### config.mk
export PLATFORM = sky130hd
export DESIGN_NAME = instr_fetch_flat
export DESIGN_NICKNAME = d
export VERILOG_FILES = /design/src/rtl/instr_fetch_pkg.sv /design/src/rtl/instr_fetch_if.sv /design/src/rtl/instr_fetch_buffer.sv /design/src/rtl/instr_fetch.sv /design/src/flat_wrapper.sv
export SDC_FILE = /design/constraint.sdc
export NUM_CORES = 1
export LEC_CHECK = 0
export ABC_AREA = 1
export BUFFER_PORTS_ARGS = -buffer_cell sky130_fd_sc_hd__buf_2
export CORE_UTILIZATION = 62
export DETAILED_ROUTE_END_ITERATION = 6
export GPL_TIMING_DRIVEN = 0
export HOLD_SLACK_MARGIN = 0.02
export PLACE_DENSITY = 0.88
export SLEW_MARGIN = 30
export SYNTH_ARGS = -nofsm -noshare
export SYNTH_HDL_FRONTEND = slang
export SYNTH_HIERARCHICAL = 1
export SYNTH_SLANG_ARGS = --single-unit
### constraint.sdc
create_clock -name clk -period 16.4 [get_ports clk]
set_input_delay 0.82 -clock clk [delete_from_list [all_inputs] [get_ports clk]]
set_output_delay 0.82 -clock clk [all_outputs]
set_load 0.1 [all_outputs]
### src/rtl/instr_fetch_pkg.sv
// Shared constants, the response-disposition type and the request credit rule
// for the instruction fetch stage.
package instr_fetch_pkg;

  localparam int INSTR_BYTES = 4;

  typedef enum logic [1:0] {
    RESP_NONE,
    RESP_DROP,
    RESP_PUSH
  } resp_action_e;

  // A request may only go out if every answer already in flight, plus this one,
  // is guaranteed a buffer slot.
  function automatic logic credit_ok(input int outstanding, input int buf_count,
                                     input int buf_depth, input int max_outstand);
    return ((outstanding + buf_count) < buf_depth) && (outstanding < max_outstand);
  endfunction

endpackage

### src/rtl/instr_fetch_if.sv
// Memory request/response, decode hand-off and redirect signals of the fetch stage.
interface instr_fetch_if #(
  parameter int ADDR_WIDTH  = 32,
  parameter int INSTR_WIDTH = 32
);
  logic                   memReqValid;
  logic                   memReqReady;
  logic [ADDR_WIDTH-1:0]  memReqAddr;
  logic                   memRespValid;
  logic [INSTR_WIDTH-1:0] memRespData;
  logic                   instrValid;
  logic                   instrReady;
  logic [INSTR_WIDTH-1:0] instr;
  logic [ADDR_WIDTH-1:0]  pcReadData;
  logic                   pcWriteEnable;
  logic [ADDR_WIDTH-1:0]  pcWriteData;

  modport master (
    output memReqValid, memReqAddr, instrValid, instr, pcReadData,
    input  memReqReady, memRespValid, memRespData, instrReady, pcWriteEnable, pcWriteData
  );

  modport slave (
    input  memReqValid, memReqAddr, instrValid, instr, pcReadData,
    output memReqReady, memRespValid, memRespData, instrReady, pcWriteEnable, pcWriteData
  );
endinterface

### src/rtl/instr_fetch_buffer.sv
// Synchronous FIFO holding fetched {instr, pc} entries; flush wins over push/pop.
module fetch_buffer #(
  parameter int DEPTH = 2,
  parameter int WIDTH = 64
) (
  input  logic                       clk,
  input  logic                       rst,
  input  logic                       push,
  input  logic                       pop,
  input  logic                       flush,
  input  logic [WIDTH-1:0]           din,
  output logic [WIDTH-1:0]           head,
  output logic [$clog2(DEPTH+1)-1:0] count
);
  localparam int PW = $clog2(DEPTH);
  localparam int CW = $clog2(DEPTH+1);

  logic [WIDTH-1:0] mem [DEPTH];
  logic [PW-1:0]    rd_ptr;
  logic [PW-1:0]    wr_ptr;

  always_ff @(posedge clk) begin
    if (rst || flush) begin
      rd_ptr <= '0;
      wr_ptr <= '0;
      count  <= '0;
    end else begin
      if (push) wr_ptr <= wr_ptr + PW'(1);
      if (pop)  rd_ptr <= rd_ptr + PW'(1);
      count <= count + CW'(push) - CW'(pop);
    end
  end

  always_ff @(posedge clk) begin
    if (push && !flush) mem[wr_ptr] <= din;
  end

  assign head = mem[rd_ptr];

  a_no_push_full: assert property (@(posedge clk) disable iff (rst) push |-> (int'(count) != DEPTH));

endmodule

### src/rtl/instr_fetch.sv
// Fetch stage: owns the fetch PC, issues in-order word reads under a credit rule,
// tags returning words with their PC, and kills responses made stale by a redirect.
module instr_fetch
  import instr_fetch_pkg::*;
#(
  parameter int                    ADDR_WIDTH   = 32,
  parameter int                    INSTR_WIDTH  = 32,
  parameter logic [ADDR_WIDTH-1:0] RESET_PC     = '0,
  parameter int                    BUF_DEPTH    = 2,
  parameter int                    MAX_OUTSTAND = 2
) (
  input logic         clk,
  input logic         reset,
  instr_fetch_if.master bus
);
  localparam int OW = $clog2(MAX_OUTSTAND+1);
  localparam int CW = $clog2(BUF_DEPTH+1);

  logic [ADDR_WIDTH-1:0]             fetch_pc;
  logic [ADDR_WIDTH-1:0]             resp_pc;
  logic [ADDR_WIDTH-1:0]             redirect_pc;
  logic [OW-1:0]                     outstanding;
  logic [OW-1:0]                     outstanding_nxt;
  logic [OW-1:0]                     kill_cnt;
  logic [CW-1:0]                     buf_count;
  logic [INSTR_WIDTH+ADDR_WIDTH-1:0] head;
  logic                              req_fire;
  logic                              push;
  logic                              pop;
  resp_action_e                      resp_action;

  assign redirect_pc = {bus.pcWriteData[ADDR_WIDTH-1:2], 2'b00};

  always_comb begin
    bus.memReqValid = !reset && !bus.pcWriteEnable &&
                      credit_ok(int'(outstanding), int'(buf_count), BUF_DEPTH, MAX_OUTSTAND);
    bus.memReqAddr  = {fetch_pc[ADDR_WIDTH-1:2], 2'b00};
  end

  assign req_fire = bus.memReqValid && bus.memReqReady;

  // A response landing in a redirect cycle belongs to the old stream, so it is dropped too.
  always_comb begin
    resp_action = RESP_NONE;
    if (bus.memRespValid) begin
      if (kill_cnt != '0 || bus.pcWriteEnable) resp_action = RESP_DROP;
      else                                     resp_action = RESP_PUSH;
    end
  end

  assign push            = (resp_action == RESP_PUSH);
  assign pop             = bus.instrValid && bus.instrReady && !bus.pcWriteEnable;
  assign outstanding_nxt = outstanding + OW'(req_fire) - OW'(bus.memRespValid);

  always_ff @(posedge clk) begin
    if (reset) begin
      fetch_pc    <= RESET_PC;
      resp_pc     <= RESET_PC;
      outstanding <= '0;
      kill_cnt    <= '0;
    end else begin
      outstanding <= outstanding_nxt;
      if (bus.pcWriteEnable) begin
        fetch_pc <= redirect_pc;
        resp_pc  <= redirect_pc;
        kill_cnt <= outstanding_nxt;
      end else begin
        if (req_fire)                  fetch_pc <= fetch_pc + ADDR_WIDTH'(INSTR_BYTES);
        if (push)                      resp_pc  <= resp_pc + ADDR_WIDTH'(INSTR_BYTES);
        if (resp_action == RESP_DROP)  kill_cnt <= kill_cnt - OW'(1);
      end
    end
  end

  fetch_buffer #(
    .DEPTH (BUF_DEPTH),
    .WIDTH (INSTR_WIDTH + ADDR_WIDTH)
  ) u_buf (
    .clk   (clk),
    .rst   (reset),
    .push  (push),
    .pop   (pop),
    .flush (bus.pcWriteEnable),
    .din   ({bus.memRespData, resp_pc}),
    .head  (head),
    .count (buf_count)
  );

  always_comb begin
    bus.instrValid = (buf_count != '0);
    {bus.instr, bus.pcReadData} = bus.instrValid ? head : '0;
  end

  a_resp_expected: assert property (@(posedge clk) disable iff (reset)
                                    bus.memRespValid |-> (outstanding != '0));

endmodule

### src/flat_wrapper.sv
// flat-port wrapper written by rule: the top's interface ports become plain ports
module instr_fetch_flat import instr_fetch_pkg::*;
#(
  parameter int                    ADDR_WIDTH   = 32,
  parameter int                    INSTR_WIDTH  = 32,
  parameter logic [ADDR_WIDTH-1:0] RESET_PC     = '0,
  parameter int                    BUF_DEPTH    = 2,
  parameter int                    MAX_OUTSTAND = 2
)
  (clk, reset, bus_memReqValid, bus_memReqAddr, bus_instrValid, bus_instr, bus_pcReadData, bus_memReqReady, bus_memRespValid, bus_memRespData, bus_instrReady, bus_pcWriteEnable, bus_pcWriteData);
  instr_fetch_if #(.ADDR_WIDTH(ADDR_WIDTH), .INSTR_WIDTH(INSTR_WIDTH)) bus_i ();
  input logic clk;
  input logic reset;
  output wire logic [$bits(bus_i.memReqValid)-1:0] bus_memReqValid;
  output wire logic [$bits(bus_i.memReqAddr)-1:0] bus_memReqAddr;
  output wire logic [$bits(bus_i.instrValid)-1:0] bus_instrValid;
  output wire logic [$bits(bus_i.instr)-1:0] bus_instr;
  output wire logic [$bits(bus_i.pcReadData)-1:0] bus_pcReadData;
  input wire logic [$bits(bus_i.memReqReady)-1:0] bus_memReqReady;
  input wire logic [$bits(bus_i.memRespValid)-1:0] bus_memRespValid;
  input wire logic [$bits(bus_i.memRespData)-1:0] bus_memRespData;
  input wire logic [$bits(bus_i.instrReady)-1:0] bus_instrReady;
  input wire logic [$bits(bus_i.pcWriteEnable)-1:0] bus_pcWriteEnable;
  input wire logic [$bits(bus_i.pcWriteData)-1:0] bus_pcWriteData;
  assign bus_memReqValid = bus_i.memReqValid;
  assign bus_memReqAddr = bus_i.memReqAddr;
  assign bus_instrValid = bus_i.instrValid;
  assign bus_instr = bus_i.instr;
  assign bus_pcReadData = bus_i.pcReadData;
  assign bus_i.memReqReady = bus_memReqReady;
  assign bus_i.memRespValid = bus_memRespValid;
  assign bus_i.memRespData = bus_memRespData;
  assign bus_i.instrReady = bus_instrReady;
  assign bus_i.pcWriteEnable = bus_pcWriteEnable;
  assign bus_i.pcWriteData = bus_pcWriteData;
  instr_fetch #(.ADDR_WIDTH(ADDR_WIDTH), .INSTR_WIDTH(INSTR_WIDTH), .RESET_PC(RESET_PC), .BUF_DEPTH(BUF_DEPTH), .MAX_OUTSTAND(MAX_OUTSTAND)) u_core (.clk(clk), .reset(reset), .bus(bus_i));
endmodule
==> results.toml, run 1 <==
[outcome]
status = "finished with violations"
violations = "design-rule violations"

[critical_path]
crit_type = "flop to output port"
worstPathCellList = "nor2_1 > clkbuf_1 > clkbuf_1 > nor2_1 > buf_2"
path_delay_family = "buffers and inverters"
cp-end-kind = "output port"
crit_fanout = 10
crit_required_ns = 15.58
max_stage_delay_ns = 0.52
path_buf_inv = 3
slowest_stage = "clkbuf_1"
worstPathArrival_ns = 2.48
start_kind = "flop"

[logic_synthesis]
avgSynthCellArea_um2 = 9.00
async_reset_ff_share_pct = 0
synth-edff-count = 128
synth_ff_type = "edfxtp_1"
ys_seq_elements = 197
syn_inst = 1146
yosys_warnings = 6
ys_seq_area_share_pct = 50.6
syn-cell-area_um2 = 10300
synth.distinct_cells = 46

[sta]
relSlewSlack_pct = 52.4
period_minus_slack_ns = 3.30
final.setup.worst_slack_ns = 13.10
drv_slew = 0
clock.fmax_mhz = 303
finalClockSkew_ns = 0.00905
worst_slew_pin_slew_ns = 0.710
setup_tns_ns = 0
finalHoldViolCount = 0
holdWs_ns = 0.499
fin_crit_sh_pct = 20.1
rsz0062_at_grt = "no"
setup_viol_count_final = 0

[run]
maxCapViolations = 0

[clock_tree]
cts_resized = 0
hold_buffers = 0
ctsHtreeMaxLevel = 4
insertion_delay_ns = 0.44
post_cts_buffers = 0
path_clk_slew_ns = 0.07
cts_buffers = 17
clock-root-buffer = "clkbuf_16"
clock_path_buffers = 2
cts.sinks = 197
tritoncts = "done"

[routing]
antenna_left = 0
drc = 1
dr.pass1.iters = 7
wire_per_inst_um = 15.8
met3RoutedLength_um = 2360
vias_per_cell = 5.42
met2_length_um = 12200
wl_um = 24900
wl_met1_um = 9630
vias = 8549
drt-initial-drc-count = 705
highest_layer = "met4"

[floorplan]
start_util_pct = 64.2
dieArea_um2 = 17200
ioPinCount = 168
die_x_um = 131
core-area_um2 = 16100
die_h_um = 131
fp-row-count = 46

[cells_and_area]
layout_common_cells = "nand2_1 (236), inv_1 (175), buf_2 (171), nor2_1 (156), edfxtp_1 (128)"
fin_nets = 1425
synthToLayoutAreaGrowth_pct = 17.5
layout_commonest_cell = "nand2_1"
n_antenna_cell = 0
fin_util_pct = 75.5
drive_above_1_share_pct = 25.1

[global_routing]
grt_max_degree = 21
overflow = 0
grt_pass1_vias = 7727
grtUsageTotal_pct = 29.4
antenna_found_initial = 0
grt_pass1_wl_um = 37900

[power]
leakagePower_nw = 5.34
powerDensity_nw_per_um2 = 95.2
finalPower_mw = 1.15
peakVddDrop_uv = 83.9

[placement]
pre_cts_ws_ns = 13.21
io_buffers = 163
dpl.hpwl_um = 18600
gp_congestion = 0.954

[min_path]
hp-class = "flop to flop"
-- cell families (layout without fill, tap and decap cells) --
logic type               after synthesis  after routing  synth area share (%)
AND/OR/NAND/NOR                      514            514                  21.9
buffers and inverters                222            431                  9.53
flip-flops                           197            197                  50.6
AO/OA/AOI/OAI                        130            130                  6.85
multiplexers                          64             64                  9.17
XOR/XNOR                              10             10                 0.849
adder cells (fa/ha/maj)                8              8                  1.04
other                                  1              6                0.0364
-- where the power goes --
group | internal (mW) | leakage [nW] | switching (mW)
Sequential | 0.548 | 1.74 | 0.0210
Combinational | 0.0451 | 3.31 | 0.140
Clock | 0.203 | 0.287 | 0.197
-- cells in the mapped netlist, types with 2 or more instances --
cell type  count  area [um2]
nand2_1      236         886
inv_1        175         657
nor2_1       156         586
edfxtp_1     128        3840
dfxtp_1       69        1380
nand3_1       68         340
mux2_4        60         901
a21oi_1       59         295
o21ai_0       41         205
nor2_4        15         169
clkbuf_1      14        52.6
nand2_2       10        62.6
buf_2          8        40.0
nor3_1         8        40.0
xor2_1         8        70.1
ha_1           7        87.6
inv_2          7        26.3
a31oi_1        6        37.5
buf_12         6         120
o21ai_1        6        30.0
o21bai_1       6        45.0
buf_4          5        37.5
nand4_1        5        31.3
nor2_2         5        31.3
mux2_2         4        45.0
a21oi_2        3        26.3
and2_1         3        18.8
buf_1          3        11.3
buf_6          3        33.8
nand2_4        2        22.5
nand3b_1       2        15.0
nor3b_1        2        15.0
o211ai_1       2        15.0
xnor2_1        2        17.5
-- layout make-up --
cell class              count  area [um2]
plain buffers              39         295
clock buffers              17         425
clock inverters            15         154
fillers                  1084        3940
inverters                 183         688
multi-input cells         732        4140
flip-flops and latches    197        5230
well taps                 216         270
repair buffers            177         928
-- through the flow --
step	instance area [um2]	std cells
floorplan	10300	1151
global placement	11400	1530
detailed placement	11500	1544
CTS	12100	1576
global route	12100	1576
finish	12100	1576
-- per-layer routing --
| layer | GRT usage [%] | vias up |
|---|---|---|
| li1 | - | 4109 |
| met1 | 35.8 | 3932 |
| met2 | 50.7 | 438 |
| met3 | 5.66 | 70 |
| met4 | 13.2 | 0 |
| met5 | 0 | - |
-- registers in the layout, summed over array words and instances, names as in the netlist, named ones only --
name,cells
u_core/u_buf/mem,128
u_core/fetch_pc,30
u_core/resp_pc,30
u_core/kill_cnt,2
u_core/outstanding,2
u_core/u_buf/count,2
u_core/u_buf/rd_ptr,1
u_core/u_buf/wr_ptr,1
-- final timing paths --
check	start	end	slack (ns)	cells past startpoint
hold / removal	u_core/kill_cnt[0]	u_core/kill_cnt[0]	0.50	1
hold reg to reg	u_core/kill_cnt[0]	u_core/kill_cnt[0]	0.50	1
setup reg to reg	u_core/kill_cnt[0]	u_core/u_buf/mem[0][30]	13.60	9
setup / recovery	u_core/u_buf/count[1]	bus_pcReadData[24]	13.10	5
Note: power is estimated with default switching activity, not from simulation.
==> inputs of run 2 (changes only) <==
--- a/config.mk
+++ b/config.mk
@@ -7,11 +7,11 @@
 export LEC_CHECK = 0
 export ABC_AREA = 1
 export BUFFER_PORTS_ARGS = -buffer_cell sky130_fd_sc_hd__buf_2
-export CORE_UTILIZATION = 62
+export CORE_UTILIZATION = 52
 export DETAILED_ROUTE_END_ITERATION = 6
 export GPL_TIMING_DRIVEN = 0
 export HOLD_SLACK_MARGIN = 0.02
-export PLACE_DENSITY = 0.88
+export PLACE_DENSITY = 0.79
 export SLEW_MARGIN = 30
 export SYNTH_ARGS = -nofsm -noshare
 export SYNTH_HDL_FRONTEND = slang
==> constraint.sdc (replaced) <==
create_clock -name clk -period 3 [get_ports clk]
set_input_delay 0.15 -clock clk [delete_from_list [all_inputs] [get_ports clk]]
set_output_delay 0.15 -clock clk [all_outputs]
set_load 0.1 [all_outputs]
==> results.toml, run 2 (same netlist as run 1, synthesis figures left out) <==
[cells_and_area]
stdcell_area_um2 = 12500
regMostFlops = "u_core/u_buf/mem"
layout_commonest_cell = "nand2_1"
largest_reg_flops = 128
largest_registers = "u_core/u_buf/mem: 128 flops, u_core/fetch_pc: 30 flops, u_core/resp_pc: 30 flops"
layout_common_cells = "nand2_1 (236), inv_1 (175), buf_2 (171), nor2_1 (156), edfxtp_1 (128)"
drive_above_1_share_pct = 24.1
synthToLayoutAreaGrowth_pct = 21.5
fin_nets = 1454
n_antenna_cell = 0

[critical_path]
max_stage_delay_ns = 0.55
worstPathArrival_ns = 2.47
crit_fanout = 10
crit_type = "flop to output port"
r2r_setup_slack_ns = 0.45
worstPathCellList = "nor2_1 > clkbuf_1 > clkbuf_1 > nor2_1 > buf_2"
crit_cells = 5
path_delay_family = "buffers and inverters"
path_buf_inv = 3
slowest_stage = "clkbuf_1"
crit_required_ns = 2.85
reg2reg_to = "u_core/kill_cnt[1]"
cp-end-kind = "output port"
r2r_cells = 13
r2r-start = "u_core/u_buf/count[0]"
start_kind = "flop"

[floorplan]
die_h_um = 143
fp-row-count = 51
core-area_um2 = 19500
ioPinCount = 168
die_x_um = 143
dieArea_um2 = 20400
start_util_pct = 53.0

[sta]
period_minus_slack_ns = 2.62
fin_crit_sh_pct = 87.4
finalClockSkew_ns = 0.0125
clock.fmax_mhz = 382
drv_slew = 0
setup_viol_count_final = 0
relSlewSlack_pct = 52.5
rsz0062_at_grt = "no"
worst_slew_pin_slew_ns = 0.713
finalHoldViolCount = 0

[min_path]
worstHoldStart = "bus_pcWriteEnable"
min_delay_path_depth = 2
hold-path-endpoint = "u_core/u_buf/count[0]"
hp-class = "input pin to flop"

[global_routing]
overflow = 0
grt_pass1_vias = 7877
grt_pass1_wl_um = 39100
grtUsageTotal_pct = 25.2
grt_max_degree = 19
antenna_found_initial = 0

[clock_tree]
ctsHtreeMaxLevel = 4
cts.sinks = 197
hold_buffers = 34
path_clk_slew_ns = 0.07
clock_path_buffers = 2
insertion_delay_ns = 0.43
tritoncts = "done"
cts_resized = 0
cts_buffers = 17
clock-root-buffer = "clkbuf_16"
post_cts_buffers = 0

[power]
leakagePower_nw = 5.46
finalPower_mw = 6.38
powerDensity_nw_per_um2 = 509
peakVddDrop_uv = 484

[routing]
vias_per_cell = 5.11
vias = 8446
dr.pass1.iters = 5
wire_per_inst_um = 15.2
antenna_left = 0
drc = 0
drt-initial-drc-count = 528
wl_um = 25200
wl_met1_um = 10400
highest_layer = "met4"
met3RoutedLength_um = 1980
met2_length_um = 12400

[outcome]
status = "completed"

[placement]
place_area_um2 = 11600
dpl.hpwl_um = 18200
gp_congestion = 0.927
io_buffers = 163

[run]
maxCapViolations = 0
-- run 2: changes by cell type in the layout (fill, tap and decap cells not counted), sizes merged --
| cell | before | now |
|---|---|---|
| buf | 202 | 197 |
| bufinv | 0 | 1 |
| clkinvlp | 0 | 2 |
| dlygate4sd3 | 0 | 34 |
| inv | 189 | 186 |
-- run 2: metal layers --
layer	global-route usage [%]	vias to the layer above
li1	-	4152
met1	31.0	3873
met2	44.8	382
met3	4.73	39
met4	7.70	0
met5	0	-
-- run 2: worst max-delay path by stage --
stage,slack [ns],start,to
2_1_floorplan,-0.88,u_core/kill_cnt[0],u_core/u_buf/mem[1][0]
3_3_place_gp,-2.27,u_core/kill_cnt[0],u_core/u_buf/mem[1][34]
6_report,0.38,u_core/u_buf/count[1],bus_pcReadData[31]
4_1_cts,0.25,u_core/u_buf/count[1],bus_pcReadData[31]
3_5_place_dp,0.48,u_core/u_buf/count[0],u_core/kill_cnt[1]
5_1_grt,0.14,u_core/u_buf/count[1],bus_instr[17]
-- run 2: stage by stage --
| stage | util (%) | setup TNS (ns) | cells | hold slack, ns | setup slack, ns |
|---|---|---|---|---|---|
| 2_1_floorplan | - | -112.02 | 1151 | 0.225 | -0.875 |
| 3_3_place_gp | 59.1 | -289.91 | 1579 | 0.338 | -2.27 |
| 3_5_place_dp | 59.7 | 0 | 1588 | 0.342 | 0.476 |
| 4_1_cts | 64.4 | 0 | 1654 | 0.0234 | 0.251 |
| 5_1_grt | 64.4 | 0 | 1654 | 0.0369 | 0.137 |
| 6_report | 64.4 | 0 | 1654 | 0.0379 | 0.379 |
-- run 2: layout make-up --
cell class | instances | area (um2)
fillers | 1554 | 6930
well taps | 265 | 332
clock inverters | 15 | 150
clock buffers | 17 | 425
flip-flops and latches | 197 | 5230
repair buffers | 206 | 1260
inverters | 183 | 688
plain buffers | 39 | 295
multi-input cells | 732 | 4150
-- run 2: report_power, final --
part	internal, mW	switching [mW]	leakage, nW
Clock	1.17	1.05	0.275
Combinational	0.277	0.772	3.44
Sequential	3.00	0.113	1.74
Total	4.44	1.94	5.46
